--- src/rtl/alt_vipitc131_common_mode_pkg.sv ---
// Shared types and decode helper for the clocked-video mode switch.
// Binary code k (1..N) selects one-hot bit k-1; code 0 selects nothing.
package alt_vipitc131_common_mode_pkg;

   typedef enum logic {
      IDLE    = 1'b0,
      PENDING = 1'b1
   } mode_state_t;

   // Widest binary code the decode helper accepts; callers zero-extend into it.
   localparam int MAX_CODE_W = 16;

   // Bit idx of the one-hot decode of code. Codes of any width up to MAX_CODE_W.
   function automatic logic decode_bit(input logic [MAX_CODE_W-1:0] code,
                                       input int unsigned           idx);
      decode_bit = (code == MAX_CODE_W'(idx + 1));
   endfunction

endpackage

--- src/rtl/alt_vipitc131_common_to_one_hot.sv ---
// Combinational binary-to-one-hot decoder: 0 -> all-zero, k -> bit k-1 set.
module alt_vipitc131_common_to_one_hot
   import alt_vipitc131_common_mode_pkg::*;
#(
   parameter int NO_OF_MODES      = 3,
   parameter int LOG2_NO_OF_MODES = 2
) (
   input  logic [LOG2_NO_OF_MODES-1:0] binary,
   output logic [NO_OF_MODES-1:0]      one_hot
);

   always_comb begin
      one_hot = '0;
      for (int i = 0; i < NO_OF_MODES; i++) begin
         one_hot[i] = decode_bit(MAX_CODE_W'(binary), i);
      end
   end

endmodule

--- src/rtl/alt_vipitc131_common_mode_switch.sv ---
// Mode switcher: takes a binary mode request, validates it against mode_enable
// and commits it to a registered one-hot select only at a frame boundary.
module alt_vipitc131_common_mode_switch
   import alt_vipitc131_common_mode_pkg::*;
#(
   parameter int NO_OF_MODES      = 3,
   parameter int LOG2_NO_OF_MODES = 2
) (
   input  logic                        clk,
   input  logic                        rst_n,
   input  logic                        req_valid,
   input  logic [LOG2_NO_OF_MODES-1:0] req_mode,
   output logic                        req_ready,
   input  logic [NO_OF_MODES-1:0]      mode_enable,
   input  logic                        frame_boundary,
   output logic [NO_OF_MODES-1:0]      one_hot_mode,
   output logic [LOG2_NO_OF_MODES-1:0] active_binary,
   output logic                        change_pending,
   output logic                        change_done,
   output logic                        req_error
);

   // Handshake: a request transfers on a rising edge where req_valid and
   // req_ready are both 1; req_mode is sampled only on that edge. req_ready is
   // registered, so holding req_valid while it is 0 never causes an acceptance.

   mode_state_t                 state_q, state_nxt;
   logic [LOG2_NO_OF_MODES-1:0] pending_q, pending_nxt;
   logic [NO_OF_MODES-1:0]      one_hot_q, one_hot_nxt;
   logic [LOG2_NO_OF_MODES-1:0] active_q, active_nxt;
   logic                        ready_q, ready_nxt;
   logic                        pend_flag_q, pend_flag_nxt;
   logic                        done_q, done_nxt;
   logic                        err_q, err_nxt;

   logic [NO_OF_MODES-1:0]      pending_decoded;
   logic                        accept;
   logic                        req_invalid;
   logic                        pending_lost;

   // Enable flag of a nonzero code; codes with no matching mode read as 0.
   function automatic logic mode_usable(input logic [LOG2_NO_OF_MODES-1:0] code,
                                        input logic [NO_OF_MODES-1:0]      en);
      mode_usable = 1'b0;
      for (int i = 0; i < NO_OF_MODES; i++) begin
         if (code == LOG2_NO_OF_MODES'(i + 1)) mode_usable = en[i];
      end
   endfunction

   alt_vipitc131_common_to_one_hot #(
      .NO_OF_MODES      (NO_OF_MODES),
      .LOG2_NO_OF_MODES (LOG2_NO_OF_MODES)
   ) u_to_one_hot (
      .binary  (pending_q),
      .one_hot (pending_decoded)
   );

   assign accept       = req_valid & ready_q;
   assign req_invalid  = (req_mode > LOG2_NO_OF_MODES'(NO_OF_MODES)) ||
                         ((req_mode != '0) && !mode_usable(req_mode, mode_enable));
   assign pending_lost = (pending_q != '0) && !mode_usable(pending_q, mode_enable);

   always_comb begin
      state_nxt     = state_q;
      pending_nxt   = pending_q;
      one_hot_nxt   = one_hot_q;
      active_nxt    = active_q;
      ready_nxt     = ready_q;
      pend_flag_nxt = pend_flag_q;
      done_nxt      = 1'b0;
      err_nxt       = 1'b0;
      unique case (state_q)
         IDLE: begin
            ready_nxt     = 1'b1;
            pend_flag_nxt = 1'b0;
            if (accept) begin
               if (req_invalid) begin
                  err_nxt = 1'b1;
               end else if (req_mode == active_q) begin
                  done_nxt = 1'b1;
               end else begin
                  pending_nxt   = req_mode;
                  state_nxt     = PENDING;
                  ready_nxt     = 1'b0;
                  pend_flag_nxt = 1'b1;
               end
            end
         end
         PENDING: begin
            // Losing the pending mode's enable beats a coincident boundary.
            if (pending_lost) begin
               err_nxt       = 1'b1;
               state_nxt     = IDLE;
               ready_nxt     = 1'b1;
               pend_flag_nxt = 1'b0;
            end else if (frame_boundary) begin
               one_hot_nxt   = pending_decoded;
               active_nxt    = pending_q;
               done_nxt      = 1'b1;
               state_nxt     = IDLE;
               ready_nxt     = 1'b1;
               pend_flag_nxt = 1'b0;
            end else begin
               ready_nxt     = 1'b0;
               pend_flag_nxt = 1'b1;
            end
         end
         default: begin
            state_nxt = IDLE;
         end
      endcase
   end

   always_ff @(posedge clk) begin
      if (!rst_n) begin
         state_q     <= IDLE;
         pending_q   <= '0;
         one_hot_q   <= '0;
         active_q    <= '0;
         ready_q     <= 1'b0;
         pend_flag_q <= 1'b0;
         done_q      <= 1'b0;
         err_q       <= 1'b0;
      end else begin
         state_q     <= state_nxt;
         pending_q   <= pending_nxt;
         one_hot_q   <= one_hot_nxt;
         active_q    <= active_nxt;
         ready_q     <= ready_nxt;
         pend_flag_q <= pend_flag_nxt;
         done_q      <= done_nxt;
         err_q       <= err_nxt;
      end
   end

   assign req_ready      = ready_q;
   assign one_hot_mode   = one_hot_q;
   assign active_binary  = active_q;
   assign change_pending = pend_flag_q;
   assign change_done    = done_q;
   assign req_error      = err_q;

endmodule
--- config.mk ---
export PLATFORM = sky130hd
export DESIGN_NAME = alt_vipitc131_common_mode_switch
export DESIGN_NICKNAME = d
export VERILOG_FILES = /design/src/rtl/alt_vipitc131_common_mode_pkg.sv /design/src/rtl/alt_vipitc131_common_to_one_hot.sv /design/src/rtl/alt_vipitc131_common_mode_switch.sv
export SDC_FILE = /design/constraint.sdc
export NUM_CORES = 1
export LEC_CHECK = 0
export ABC_AREA = 1
export BUFFER_PORTS_ARGS = -buffer_cell sky130_fd_sc_hd__clkbuf_2
export CORE_AREA = 2 2 39 41
export DETAILED_ROUTE_END_ITERATION = 6
export DIE_AREA = 0 0 41 43
export PLACE_DENSITY_LB_ADDON = 0.2
export SLEW_MARGIN = 10
export SYNTH_ARGS = -nofsm -noshare
export SYNTH_HDL_FRONTEND = slang
export SYNTH_SLANG_ARGS = --single-unit
--- constraint.sdc ---
create_clock -name clk -period 1.8 [get_ports clk]
set_input_delay 0.18 -clock clk [delete_from_list [all_inputs] [get_ports clk]]
set_output_delay 0.18 -clock clk [all_outputs]
set_load 0.01 [all_outputs]
==> flow_metrics.env, run 1 <==
export IMPL_run_status="finished clean"
export IMPL_hold_class="in2reg"
export IMPL_drive_gt1_share_pct=25.49
export IMPL_period_share_pct=61.68
export IMPL_ios=18
export IMPL_period_minus_slack_ns=1.110
export IMPL_fin_skew_ns=0.001002
export IMPL_cts_sinks=11
export IMPL_ys_ff_latch=11
export IMPL_crit_cells=5
export IMPL_cts_tree="done"
export IMPL_crit_buf_inv=1
export IMPL_grt_pass1_vias=442
export IMPL_power_clock_fraction_pct=33.2
export IMPL_switchingPower_mw=0.1377
export IMPL_die_h_um=43
export IMPL_finalPower_mw=0.5075
export IMPL_post_drt_wl_per_cell_um=9.153
export IMPL_p_int_mw=0.3698
export IMPL_tightestPinTransition_ns=0.2117
export IMPL_globalRoute_totalOverflow=0
export IMPL_initial_core_util_pct=39.24
export IMPL_synthTopCellsByArea="dfxtp_1 (41%), nand2_1 (15%), inv_1 (11%)"
export IMPL_power_frac_comb_pct=15.5
export IMPL_sequentialPowerShare_pct=51.2
export IMPL_area_growth_pct=24.19
export IMPL_slowest_stage="dfxtp_1"
export IMPL_synth_distinct_cells=14
export IMPL_diodes=0
export IMPL_via_per_inst=4.458
export IMPL_drc=0
export IMPL_port_buffers=17
export IMPL_hpwl_um=881.6
export IMPL_drtPass1Iterations=4
export IMPL_max_stage_delay_ns=0.35
export IMPL_hold_depth=3
export IMPL_synth_cells=81
export IMPL_die_w_um=41
export IMPL_yosysSeqAreaShare_pct=40.55
export IMPL_finalHoldViolations=0
export IMPL_slew_headroom_pct=85.85
export IMPL_netlist_area_um2=543.0
export IMPL_avgSynthCellArea_um2=6.704
export IMPL_finalSetupTns_ns=0
export IMPL_worstPathArrival_ns=1.27
export IMPL_netlist_area_leader_share_pct=40.55
export IMPL_grt_max_degree=9
export IMPL_dieArea_um2=1763
export IMPL_mostFrequentLayoutCells="nand2_1 (21), clkbuf_2 (17), inv_1 (16)"
export IMPL_drt_iter0_drc=5
export IMPL_grt_usage_pct=16.01
export IMPL_vias=526
export IMPL_clock_latency_ns=0.27
export IMPL_multi_input_area_um2=259.0
export IMPL_crit_type="reg2reg"
export IMPL_ctsHtreeMaxLevel=1
export IMPL_r2r_cells=5
export IMPL_grt_pass1_wl_um=1842
export IMPL_wl_um=1080
export IMPL_crit_family="flip-flops"
export IMPL_hold_buffers=0
export IMPL_core_area_um2=1384
export IMPL_cts_resized=0
export IMPL_required_ns=1.96
export IMPL_powerDensity_nw_per_um2=752.5
export IMPL_post_cts_setup_buffers=0
export IMPL_ir_worst_vdd_mv=0.3274
export IMPL_post_route_util_pct=48.73
export IMPL_clock_fmax_mhz=900.7
export IMPL_cp_end_kind="flop"
export IMPL_maxCapViolations=0
export IMPL_gp_congestion=0.8199
export IMPL_antenna_found_initial=0
export IMPL_setup_violations=0
export IMPL_netSwitchingFraction_pct=27.13
export IMPL_final_common_cell="nand2_1"
export IMPL_start_kind="flop"
export IMPL_postSynthNetCount=90
export IMPL_yosysWarningCount=0
export IMPL_slew_violations=0
export IMPL_final_nets=112
export IMPL_rows=14
export IMPL_p_leak_nw=0.3571
export IMPL_drtAntennaViolNets=0
export IMPL_cts_buffers_inserted=3
export IMPL_path_cells="inv_1 > nand3_1 > nand3_4 > o21ai_2 > a21oi_1"
export IMPL_cts_root_buf="clkbuf_4"
export IMPL_yosys_area_top_type="dfxtp_1"
export IMPL_clk_path_buf_depth=2
export IMPL_regArea_um2=220.2
export IMPL_fillers=157
export IMPL_cts_clk_slew_worst_paths_ns=0.07
export IMPL_cp_max_fo=8
export IMPL_rsz0062_at_grt="false"
## cell type report
class	instances	area share [%]
multi-input cells	53	38.40
flip-flops and latches	11	32.65
repair buffers	17	12.62
inverters	17	9.462
clock buffers	4	3.896
well taps	16	2.968
## layer usage
metal / wire [µm] / GRT usage (%) / share of wire, %
met4: 36 / 12.00 / 3.3
met5: 0 / 0 / 0
met2: 434 / 20.31 / 40
met1: 536 / 21.43 / 50
met3: 73 / 5.236 / 6.8
## power by group through the flow
| stage | registers, mW | logic, mW | clock network, mW |
|---|---|---|---|
| after global routing | 0.262 | 0.0903 | 0.186 |
| final | 0.260 | 0.0787 | 0.169 |
| after global placement | 0.266 | 0.0791 | 0 |
| after detailed placement | 0.266 | 0.0790 | 0 |
| after CTS | 0.260 | 0.0793 | 0.172 |
| after floorplan | 0.269 | 0.0471 | 0 |
## worst min-delay path, stage by stage
cell and delay, ns:
clkbuf_2 0.15, nand2_1 0.09, nor2_1 0.03
## Yosys cell counts (all sizes together)
cell   count
nand4      1
inv       17
nor2       9
o21ai      2
dfxtp     11
nand2     22
o21a       1
nand3     11
a21oi      7
## path summary, 6_finish.rpt
kind / end / from / slack, ns
setup / recovery: one_hot_mode[0] / pending_q[1] / 0.69
hold / removal: pending_q[1] / rst_n / 0.22
setup reg to reg: one_hot_mode[0] / pending_q[1] / 0.69
hold reg to reg: one_hot_mode[1] / one_hot_mode[1] / 0.44
## cell families (layout without fill, tap and decap cells)
family          after synthesis  after routing  synth area share, %
buf+inv                      17             38                11.75
flops                        11             11                40.55
compound gates               10             10                10.37
simple gates                 43             43                37.33
## sequential cells by signal, indices dropped and copies added, names as in the netlist
| register | flops |
|---|---|
| one_hot_mode | 3 |
| change_done | 1 |
| req_ready | 1 |
| active_binary | 2 |
| pending_q | 2 |
| change_pending | 1 |
| req_error | 1 |
## metrics by stage
stage	hold slack (ns)	instance area [µm²]	instances	worst slack, ns
after CTS	0.2205	674.4	118	0.6923
after global placement	0.4401	648.1	114	0.7191
after detailed placement	0.4389	648.1	114	0.7054
after global routing	0.2527	674.4	118	0.5123
final	0.2204	674.4	118	0.6897
after floorplan	0.2975	543.0	81	0.8150
Power figures use the tool's default switching activity.
==> run 2: changes to the inputs <==
- ABC_AREA: 1 -> 0
- clock period: 1.8 -> 0.9 ns (I/O delays scaled with it)
==> flow_metrics.env, run 2 <==
export IMPL_rr_startpoint="pending_q[0]"
export IMPL_fillers=124
export IMPL_gp_congestion=0.8179
export IMPL_required_ns=1.07
export IMPL_finalHoldViolations=0
export IMPL_layout_setup_ws_ns=-0.4193
export IMPL_synth_common_cells="dfxtp_1 (11), mux2i_1 (7), nand2_1 (7)"
export IMPL_synthTopCellsByArea="dfxtp_1 (43%), mux2i_1 (14%), nand2_1 (5.1%)"
export IMPL_ctsHtreeMaxLevel=1
export IMPL_cts_buffers_inserted=3
export IMPL_diodes=0
export IMPL_crit_type="reg2reg"
export IMPL_synthArstFlopShare_pct=0
export IMPL_wl_um=1440
export IMPL_regArea_um2=229.0
export IMPL_post_route_util_pct=66.46
export IMPL_hold_class="in2reg"
export IMPL_yosysWarningCount=0
export IMPL_finalSetupTns_ns=-3.901
export IMPL_post_drt_wl_per_cell_um=12.97
export IMPL_area_growth_pct=77.54
export IMPL_netlist_area_um2=518.0
export IMPL_slew_violations=0
export IMPL_drtPass1Iterations=3
export IMPL_postSynthNetCount=65
export IMPL_cp_end_kind="flop"
export IMPL_avgSynthCellArea_um2=9.250
export IMPL_cp_max_fo=8
export IMPL_via_per_inst=4.748
export IMPL_globalRoute_totalOverflow=0
export IMPL_drt_iter0_drc=9
export IMPL_cts_root_buf="clkbuf_4"
export IMPL_port_buffers=17
export IMPL_cp_endpoint="change_done"
export IMPL_r2r_setup_slack_ns=-0.42
export IMPL_powerDensity_nw_per_um2=1168
export IMPL_core_area_um2=1384
export IMPL_drive_gt1_share_pct=62.11
export IMPL_cts_clk_slew_worst_paths_ns=0.08
export IMPL_worstPathArrival_ns=1.49
export IMPL_slew_headroom_pct=75.74
export IMPL_drc=0
export IMPL_synth_most_common_cell="dfxtp_1"
export IMPL_pre_cts_slack_ns=-0.3628
export IMPL_mostFrequentLayoutCells="clkbuf_2 (14), buf_4 (14), buf_6 (8)"
export IMPL_worstSetupStartpoint="pending_q[0]"
export IMPL_vias=527
export IMPL_placedInstanceArea_um2=750.7
export IMPL_rows=14
export IMPL_yosys_area_top_type="dfxtp_1"
export IMPL_ys_ff_latch=11
export IMPL_dieArea_um2=1763
export IMPL_multi_input_area_um2=371.6
export IMPL_grt_usage_pct=17.46
export IMPL_largest_register_ffs=3
export IMPL_drtAntennaViolNets=0
export IMPL_hpwl_um=949.8
export IMPL_maxCapViolations=0
export IMPL_final_nets=105
export IMPL_hold_depth=3
export IMPL_tightestPinTransition_ns=0.3613
export IMPL_rr_endpoint="change_done"
export IMPL_ios=18
export IMPL_setup_violations=14
export IMPL_die_w_um=41
export IMPL_antenna_found_initial=0
export IMPL_initial_core_util_pct=37.43
export IMPL_hold_buffers=0
export IMPL_period_minus_slack_ns=1.319
export IMPL_p_leak_nw=0.3714
export IMPL_violations="negative setup slack"
export IMPL_synth_main_ff_cell="dfxtp_1"
export IMPL_netlist_area_leader_share_pct=42.51
export IMPL_start_kind="flop"
export IMPL_grt_pass1_wl_um=2021
export IMPL_r2r_cells=6
export IMPL_grt_pass1_vias=479
export IMPL_synth_distinct_cells=22
export IMPL_rsz0062_at_grt="true"
export IMPL_design_area_um2=919.6
export IMPL_clk_path_buf_depth=2
export IMPL_synth_cells=56
export IMPL_synth_edf_count=0
export IMPL_clock_latency_ns=0.27
export IMPL_yosysSeqAreaShare_pct=42.51
export IMPL_grt_max_degree=9
export IMPL_run_status="finished, violations left"
export IMPL_fin_skew_ns=0.005323
export IMPL_cts_sinks=11
export IMPL_period_share_pct=146.6
export IMPL_ir_worst_vdd_mv=0.8516
export IMPL_cts_tree="done"
export IMPL_finalPower_mw=1.074
export IMPL_clock_fmax_mhz=758.0
export IMPL_die_h_um=43
-- run 2: worst min path at each step --
stage	startpoint	end	slack, ns
after global placement	frame_boundary	change_pending	0.40
after detailed placement	frame_boundary	change_pending	0.40
after floorplan	frame_boundary	change_pending	0.19
after global routing	frame_boundary	change_pending	0.11
after CTS	frame_boundary	change_pending	0.09
final	frame_boundary	change_pending	0.12
-- run 2: logic make-up after synthesis --
logic type,after synthesis,synth area share (%)
flip-flops,11,42.51
multiplexers,7,13.53
buffers and inverters,3,2.413
AO/OA/AOI/OAI,11,15.94
AND/OR/NAND/NOR,22,22.22
XOR/XNOR,2,3.382
-- run 2: timing repair --
action | 4_1_cts | 5_1_grt
gates resized for setup | 9 | 21
endpoints found under the setup margin | 14 | 14
buffers inserted | 1 | 3
pin swaps | 1 | 5
-- run 2: area by class of cell --
cell class	instances	area share, %
clock buffers	4	2.857
inverters	2	0.8163
multi-input cells	42	40.41
flip-flops and latches	11	24.90
well taps	16	2.177
repair buffers	36	28.84
-- run 2: critical path, cell delays in order, from the launching register on --
cell	delay [ns]
dfxtp_1	0.40
nor3b_4	0.32
a211oi_4	0.05
buf_6	0.15
buf_6	0.11
a31oi_4	0.12
nor2_1	0.06
-- run 2: power breakdown --
part           total [mW]  switching (mW)  internal, mW  leakage, nW
registers           0.511          0.0132         0.497       0.0920
clock network       0.353           0.182         0.172       0.0150
logic               0.210          0.0973         0.113        0.264
total                1.07           0.292         0.782        0.371
-- run 2: layer usage --
layer	vias to the layer above	global-route usage, %	routed length [µm]
met5	-	0	0
met4	0	10.00	12
met3	2	4.712	39
met2	9	25.94	737
met1	242	21.57	651
li1	274	-	-
-- run 2: stage by stage --
stage / instances / hold WS [ns]
2_1_floorplan: 56 / 0.1915
4_1_cts: 109 / 0.09181
3_5_place_dp: 104 / 0.4022
5_1_grt: 111 / 0.1107
3_3_place_gp: 104 / 0.3970
6_report: 111 / 0.1160
